--- config.mk ---
export PLATFORM = sky130hd
export DESIGN_NAME = acc_seq_ctrl
export DESIGN_NICKNAME = d
export VERILOG_FILES = /design/src/rtl/acc_seq_ctrl.sv
export SDC_FILE = /design/constraint.sdc
export NUM_CORES = 1
export LEC_CHECK = 0
export ABC_AREA = 1
export CAP_MARGIN = 20
export CORE_MARGIN = 2
export CORE_UTILIZATION = 52
export CTS_CLUSTER_DIAMETER = 200
export DETAILED_ROUTE_END_ITERATION = 8
export PLACE_DENSITY_LB_ADDON = 0.3
export SETUP_SLACK_MARGIN = 0.1
export SYNTH_ARGS = -nofsm -noshare
export SYNTH_HDL_FRONTEND = slang
export SYNTH_SLANG_ARGS = --single-unit
--- constraint.sdc ---
create_clock -name Clock -period 1.7 [get_ports Clock]
set_clock_uncertainty 0.1 [all_clocks]
set_input_delay 0.34 -clock Clock [delete_from_list [all_inputs] [get_ports Clock]]
set_output_delay 0.34 -clock Clock [all_outputs]
set_load 0.1 [all_outputs]
--- src/rtl/acc_seq_ctrl.sv ---
// acc_seq_ctrl: Moore sequencer that streams NUM_WORDS memory words into an
// external accumulator and writes one result per group of 2**GROUP_LOG2
// words to RES_BASE + group index.
module acc_seq_ctrl #(
    parameter int ADDR_W     = 6,
    parameter int GROUP_LOG2 = 3,
    parameter int NUM_WORDS  = 32,
    parameter int RD_LAT     = 2,
    parameter int RES_BASE   = 32
) (
    input  logic              Clock,
    input  logic              Reset,
    input  logic              Start,
    input  logic              Mode,
    input  logic              Abort,
    output logic [ADDR_W-1:0] Address,
    output logic              ReadEnable,
    output logic              WriteEnable,
    output logic              Load,
    output logic              Clear,
    output logic              Transfer,
    output logic              Busy,
    output logic              Ready
);

    localparam logic [2:0] S_IDLE = 3'd0;
    localparam logic [2:0] S_REQ  = 3'd1;
    localparam logic [2:0] S_WAIT = 3'd2;
    localparam logic [2:0] S_LOAD = 3'd3;
    localparam logic [2:0] S_ADD  = 3'd4;
    localparam logic [2:0] S_SAVE = 3'd5;
    localparam logic [2:0] S_POST = 3'd6;
    localparam logic [2:0] S_DONE = 3'd7;

    // One extra pointer bit so a run covering the whole address space
    // still reaches NUM_WORDS instead of wrapping to zero.
    localparam int PTR_W  = ADDR_W + 1;
    localparam int WCNT_W = $clog2(RD_LAT + 1);
    localparam int GSIZE  = 1 << GROUP_LOG2;

    logic [2:0]        state_q, state_d;
    logic [PTR_W-1:0]  ptr_q;
    logic [ADDR_W-1:0] grp_q;
    logic [WCNT_W-1:0] wcnt_q;
    logic              mode_q;
    logic              last_in_group;
    logic              all_read;

    assign last_in_group = ((ptr_q + 1'b1) & PTR_W'(GSIZE - 1)) == '0;
    assign all_read      = (ptr_q == PTR_W'(NUM_WORDS));

    // Next-state selection; Abort overrides every transition of a busy run
    // except DONE.
    always_comb begin
        state_d = state_q;
        case (state_q)
            S_IDLE:  if (Start) state_d = S_REQ;
            S_REQ:   state_d = (RD_LAT > 1) ? S_WAIT : S_LOAD;
            S_WAIT:  if (wcnt_q == '0) state_d = S_LOAD;
            S_LOAD:  state_d = S_ADD;
            S_ADD:   state_d = last_in_group ? S_SAVE : S_REQ;
            S_SAVE:  state_d = S_POST;
            S_POST:  state_d = all_read ? S_DONE : S_REQ;
            S_DONE:  state_d = S_IDLE;
            default: state_d = S_IDLE;
        endcase
        if (Abort && (state_q != S_IDLE) && (state_q != S_DONE)) begin
            state_d = S_IDLE;
        end
    end

    // State register.
    always_ff @(posedge Clock or negedge Reset) begin
        if (!Reset) state_q <= S_IDLE;
        else        state_q <= state_d;
    end

    // Run bookkeeping: mode latch, read pointer, group index, wait counter.
    always_ff @(posedge Clock or negedge Reset) begin
        if (!Reset) begin
            mode_q <= 1'b0;
            ptr_q  <= '0;
            grp_q  <= '0;
            wcnt_q <= '0;
        end else begin
            case (state_q)
                S_IDLE: if (Start) begin
                    mode_q <= Mode;
                    ptr_q  <= '0;
                    grp_q  <= '0;
                end
                S_REQ:  wcnt_q <= (RD_LAT > 1) ? WCNT_W'(RD_LAT - 2) : '0;
                S_WAIT: if (wcnt_q != '0) wcnt_q <= wcnt_q - 1'b1;
                S_ADD:  ptr_q <= ptr_q + 1'b1;
                S_POST: grp_q <= grp_q + 1'b1;
                default: ;
            endcase
        end
    end

    // Moore output decode from the current state.
    always_comb begin
        Address     = '0;
        ReadEnable  = 1'b0;
        WriteEnable = 1'b0;
        Load        = 1'b0;
        Clear       = 1'b1;
        Transfer    = 1'b0;
        Ready       = 1'b0;
        Busy        = (state_q != S_IDLE);
        case (state_q)
            S_IDLE: Clear = 1'b0;
            S_REQ, S_WAIT: begin
                ReadEnable = 1'b1;
                Address    = ptr_q[ADDR_W-1:0];
            end
            S_LOAD: begin
                ReadEnable = 1'b1;
                Load       = 1'b1;
                Address    = ptr_q[ADDR_W-1:0];
            end
            S_ADD:  Transfer = 1'b1;
            S_SAVE: begin
                WriteEnable = 1'b1;
                Address     = ADDR_W'(RES_BASE) + grp_q;
            end
            S_POST: Clear = mode_q;
            S_DONE: Ready = 1'b1;
            default: ;
        endcase
    end

endmodule

==> flow_summary.toml, run 1 <==
[floorplan]
count_of_pins_on_the_block_boundary = 18
die_area_um2 = 2650
core_region_area_um2 = 2170
die_width_um = 51.5
dieHeight_um = 51.5
floorplan.initialDensity_pct = 54.0
placementRows = 17

[job]
maxCapViolations = 0

[cells_and_area]
layout.cells.most_common = "nand2_1"
design.final.nets = 217
post_route_cells_drive_above_1_share_pct = 48.1
syn2layout_area_growth_pct = 73.9
final_cell_count_no_fill = 234
layout.core_utilization_pct = 93.9
antenna_cells_inserted = 0
most-common-layout-cells = "32 x nand2_1, 19 x inv_1, 16 x dfrtp_1"

[sta]
worst-slew-pin-transition_ps = 305
finalSetupViolCount = 13
slew_headroom_pct = 79.6
grt_setup_unrepaired = "yes"
layout_setup_ws_ps = -320
slew_violations = 0
min_clock_period_post_route_ps = 2020
timing.fmax_mhz = 495
fin_setup_tns_ps = -3380
finalCritPeriodShare_pct = 119
finalHoldViolCount = 0

[synthesis]
synth-async-reset-ratio_pct = 100
count_of_flip_flops_with_a_built_in_enable_after_synthesis = 0
synth_simple_gate_area_share_pct = 30.1
synth_fp_nets = 169
ys.flop_type = "dfrtp_1"
synth_area_in_compound_gates_pct = 12.4
synth_area_leaders = "dfrtp_1 41%, nand2_1 12%, inv_1 9.9%, nand3_1 6.4%, ha_1 5.3%"
ys.warnings.count = 0
postSynthAreaPerCell_um2 = 7.37
synth_fa_ha_area_share_pct = 5.34
yosysTopAreaCell = "dfrtp_1"
syn_area_um2 = 1170
ys_types = 19
synthDominantCellAreaShare_pct = 40.6
share_of_the_synthesized_netlist_area_taken_by_xor_and_xnor_gates_pct = 0
seq_area_frac_synth_pct = 40.6
syn_inst = 159
main_combinational_cell_family_by_area_after_synthesis = "simple AND/OR/NAND/NOR gates"
synth.mux.area_fraction_pct = 0
postSynthRegisterBits = 19

[route]
drc = 0
count_of_vias_placed_by_the_detailed_router = 1467
wl_met2_um = 2470
wl_met3_um = 553
detailedRoute.firstPassIterationCount = 5
route.antenna.remaining_nets = 0
final_wirelength_um = 5330
drt-met1-wl_um = 1880
route.detailed.wl_per_inst_um = 22.8
highest_layer = "met4"
drt-initial-drc-count = 88
post_drt_via_cell_ratio = 6.27

[setup_path]
r2r_setup_slack_ps = 40
kind_of_cell_with_the_highest_combined_delay_on_the_critical_path = "buffers and inverters"
top_fanout_value_on_the_critical_path = 4
crit_path_cell_trace = "nor2_4 -> nor2_4 -> clkinvlp_4 -> buf_4 -> o22ai_4 -> buf_12"
setup.worst_path.start_class = "flop"
reg2reg_to = "ptr_q[2]"
timing.critical_path.to_type = "output pin"
critical_path.max_stage_delay_ps = 460
worstPathArrival_ps = 1580
cp.buffers_inverters = 3
worst_path_max_delay_cell = "dfrtp_2"
data_required_time_at_the_worst_endpoint_ps = 1260
worstRegToRegCells = 10
timing_worst_setup_path_type = "reg2out"
r2r_start = "state_q[0]"
timing.critical_path.mode_cell = "nor2_4"

[status]
outcome = "complete, but fails checks"
failed_checks = "setup timing"

[placement]
place.detailed.instances = 212
post-dp-hpwl_um = 2430
gp_routability_congestion = 0.844
pre_cts_slack_ps = -113
buffers_added_on_ports = 17

[global_route]
antenna_found_initial = 0
wire_length_of_the_first_global_routing_pass_um = 7190
grt_start_max_net_pins = 20
grt_pass1_vias = 1455
globalRouteTotalUtil_pct = 39.1
grt_overflow_total = 0

[cts]
clkTransAtPathRegs_ps = 140
htree_num_levels = 1
cts_root_buf = "clkbuf_4"
worstSkewPairLatency_ps = 320
cts_buffers = 3
tritoncts = "built"
max-clock-path-buffers = 2
cts_num_sinks = 19
cts_hold_buf = 0

[power_and_ir_drop]
powerDensity_nw_per_um2 = 1850
p_leak_uw = 0.000917
vdd.ir_drop.worst_mv = 2.95

[hold_path]
worst_hold_path_type = "in2async"
-- metal layers --
metal  vias up  global-route usage (%)
met5         -                       0
met3        44                    9.36
li1        603                       -
met2       125                    63.9
met4         0                    31.6
met1       695                    42.6
-- kinds of logic after synthesis --
group | count (synthesis)
buffers and inverters | 34
adders and majority gates | 5
DFF | 19
AOI/OAI and AO/OA | 24
and+or+nand+nor | 77
-- worst max-delay path by stage --
| stage | from | end | slack [ps] | depth (start not counted) |
|---|---|---|---|---|
| after global routing | state_q[0] | Address[3] | -350 | 6 |
| final | state_q[0] | Address[2] | -320 | 6 |
| after global placement | state_q[1] | Address[5] | -30 | 5 |
| after CTS | state_q[2] | Address[4] | -240 | 5 |
| after detailed placement | state_q[1] | Address[0] | -110 | 5 |
| after floorplan | state_q[0] | Address[0] | -770 | 5 |
-- area by class of cell --
cell class | count | area (um2)
clock buffers | 3 | 22.5
clock inverters | 1 | 5.00
fillers | 66 | 133
inverters | 33 | 148
multi-input cells | 106 | 791
flip-flops and latches | 19 | 479
well taps | 28 | 35.0
repair buffers | 44 | 557
-- timing repair --
action,CTS,global route
resized for setup,22,32
setup buffers,12,6
setup endpoints to repair,13,24
pin swaps,3,5
hold endpoints to repair,0,0
-- state kept, by name, summed over array words and instances, names as in the netlist --
register	cells
ptr_q	7
mode_q	1
wcnt_q	2
state_q	3
grp_q	6
-- metrics by stage --
step	power, uW	instance area, um2	hold slack (ps)
after floorplan	2000	1300	-55.6
after global placement	2590	1710	357
after detailed placement	2660	1710	359
after CTS	3290	1890	251
after global routing	3850	2040	288
final	3760	2040	242
-- where the power goes --
part           total [uW]  internal [uW]  switching (uW)
Sequential            686            548             138
Clock                 262           88.1             174
Combinational        2810           1100            1720
-- synth_stat cells, types with 2 or more instances --
| master | n |
|---|---|
| nand2_1 | 37 |
| inv_1 | 31 |
| dfrtp_1 | 19 |
| nand3_1 | 15 |
| nor2_1 | 12 |
| o22ai_1 | 8 |
| ha_1 | 5 |
| o21ai_1 | 5 |
| nand2_2 | 4 |
| nand4_1 | 4 |
| o21ai_0 | 4 |
| o21ai_2 | 4 |
| a21oi_1 | 3 |
| inv_2 | 2 |
| nor2_4 | 2 |
Power figures use the tool's default switching activity.
==> run 2: changes to the inputs <==
--- a/config.mk
+++ b/config.mk
@@ -7,10 +7,12 @@
 export LEC_CHECK = 0
 export ABC_AREA = 1
 export CAP_MARGIN = 20
+export CORE_ASPECT_RATIO = 1.25
 export CORE_MARGIN = 2
 export CORE_UTILIZATION = 52
 export CTS_CLUSTER_DIAMETER = 200
 export DETAILED_ROUTE_END_ITERATION = 8
+export HOLD_SLACK_MARGIN = 0.15
 export PLACE_DENSITY_LB_ADDON = 0.3
 export SETUP_SLACK_MARGIN = 0.1
 export SYNTH_ARGS = -nofsm -noshare
==> run 2 against run 1 <==
Net effect:
- power is 16% lower
- die area hardly changed
- first-iteration DRC count is 38% lower
- via count is 16% lower
- utilization is 8.4 points lower
- largest power group unchanged
- non-clock buffer count is 11 lower
- the run still ends with setup timing left
- clock power is 8.0% lower
- flip-flop and latch count stayed put
- critical endpoint is now Address[5]
- setup slack better by 43 ps
- critical path depth is 1 higher
- fmax is 2.2% higher
==> flow_summary.toml, run 2 (same netlist as run 1, synthesis figures left out) <==
[route]
route.detailed.wl_per_inst_um = 16.1
count_of_vias_placed_by_the_detailed_router = 1239
drc = 0
detailedRoute.firstPassIterationCount = 5
route.antenna.remaining_nets = 0
final_wirelength_um = 3640
post_drt_via_cell_ratio = 5.48
drt-initial-drc-count = 55

[sta]
finalSetupViolCount = 14
worst-slew-pin-transition_ps = 257
grt_setup_unrepaired = "yes"
finalHoldViolCount = 0
slew_headroom_pct = 82.8
slew_violations = 0
finalCritPeriodShare_pct = 116
fin_hold_ws_ps = 270
timing.fmax_mhz = 506
min_clock_period_post_route_ps = 1980
layout_setup_ws_ps = -277

[cts]
clkTransAtPathRegs_ps = 130
htree_num_levels = 1
cts_root_buf = "clkbuf_4"
worstSkewPairLatency_ps = 300
tritoncts = "built"
cts_buffers = 3
max-clock-path-buffers = 2
cts_num_sinks = 19

[cells_and_area]
layout_top_registers = "ptr_q x7, grp_q x6, state_q x3"
design.final.nets = 206
design_area_um2 = 1850
syn2layout_area_growth_pct = 57.9
largest_register_ffs = 7
post_route_cells_drive_above_1_share_pct = 34.4
antenna_cells_inserted = 0
layout.core_utilization_pct = 85.5
layout.cells.most_common = "nand2_1"
most-common-layout-cells = "37 x nand2_1, 26 x inv_1, 17 x dfrtp_1"
fill_cells = 101
register_name_with_the_most_flops = "ptr_q"

[placement]
gp_routability_congestion = 0.840
pre_cts_slack_ps = 35.6
post-dp-hpwl_um = 2610
placed_cell_area_um2 = 1730
buffers_added_on_ports = 17

[global_route]
wire_length_of_the_first_global_routing_pass_um = 5950
grt_pass1_vias = 1295
use_met1_pct = 38.7
antenna_found_initial = 0
globalRouteTotalUtil_pct = 31.2
groute.layer.met2.usage_pct = 49.8
grt_start_max_net_pins = 20
grt_overflow_total = 0
grt_busiest_layer = "met2"
met3_routing_resource_usage_after_global_routing_pct = 5.06

[floorplan]
die_area_um2 = 2650
dieHeight_um = 57.1
core_region_area_um2 = 2160
count_of_pins_on_the_block_boundary = 18
placementRows = 19
floorplan.initialDensity_pct = 54.1
die_width_um = 46.4

[setup_path]
cp_num_cells = 7
critical_path.max_stage_delay_ps = 410
timing.critical_path.to_type = "output pin"
setup.worst_path.start_class = "flop"
r2r_start = "state_q[0]"
r2r_setup_slack_ps = -20
crit_path_cell_trace = "buf_6 -> nor2_4 -> nor2_4 -> inv_2 -> buf_12 -> o22ai_4 -> buf_12"
cp.buffers_inverters = 4
data_required_time_at_the_worst_endpoint_ps = 1260
top_fanout_value_on_the_critical_path = 6
worst_path_max_delay_cell = "dfrtp_1"
reg2reg_to = "ptr_q[5]"
worstSetupStartpoint = "state_q[1]"
worstPathArrival_ps = 1540
worstSetupEndpoint = "Address[5]"
kind_of_cell_with_the_highest_combined_delay_on_the_critical_path = "buffers and inverters"
timing_worst_setup_path_type = "reg2out"
worstRegToRegCells = 10

[status]
failed_checks = "setup timing"
outcome = "complete, but fails checks"

[power_and_ir_drop]
vdd.ir_drop.worst_mv = 1.51
powerDensity_nw_per_um2 = 1720
p_leak_uw = 0.000834
finalPower_uw = 3180

[job]
maxCapViolations = 0

[hold_path]
worst_hold_path_type = "in2async"
==> run 2: per-layer routing <==
layer / wire length [um] / vias to the layer above
met2: 1980 / 63
met4: 140 / 0
met5: 0 / -
li1: - / 584
met1: 1280 / 573
met3: 246 / 19
==> run 2: worst min-delay path by stage <==
| stage | startpoint | endpoint | cells past startpoint |
|---|---|---|---|
| 2_1_floorplan | Reset | grp_q[0] | 0 |
| 3_3_place_gp | mode_q | mode_q | 2 |
| 3_5_place_dp | wcnt_q[0] | wcnt_q[0] | 1 |
| 4_1_cts | Reset | wcnt_q[0] | 2 |
| 5_1_grt | Reset | wcnt_q[0] | 2 |
| 6_report | Reset | wcnt_q[1] | 2 |
==> run 2: final cells by class <==
type                            instances  area (um2)  area share, %
Tap cell                               31        38.8           2.10
Inverter                               33         139           7.51
Clock buffer                            4        26.3           1.42
Sequential cell                        19         478           25.8
Timing Repair Buffer                   33         460           24.9
Multi-Input combinational cell        106         707           38.2
==> run 2: through the flow <==
| step | cells | setup TNS, ps |
|---|---|---|
| detailed placement | 216 | 0 |
| floorplan | 159 | -5330 |
| global route | 226 | -3100 |
| global placement | 216 | 0 |
| finish | 226 | -2640 |
| CTS | 225 | -2370 |
==> run 2: worst reg2reg max path, cell delays in order, from the launching register on <==
cell and delay [ps]:
dfrtp_2 480, buf_4 180, inv_1 50, nand2_1 80, nor2_4 150, buf_6 120, buf_6 110, nand2_2 70
nor2_4 100, nand2_1 90, o21ai_0 100
==> run 2: where the power goes <==
part | switching [uW] | total (uW) | internal (uW)
clock | 150 | 241 | 91.1
sequential | 116 | 662 | 546
combinational | 1410 | 2270 | 863
total | 1680 | 3180 | 1500
==> run 2: what timing repair did <==
item                       CTS  global route
hold endpoints to repair     0             0
setup buffers                5             2
setup endpoints to repair   18            21
gates resized for setup      9             8
hold buffers                 0             0
pin swaps                    2             2
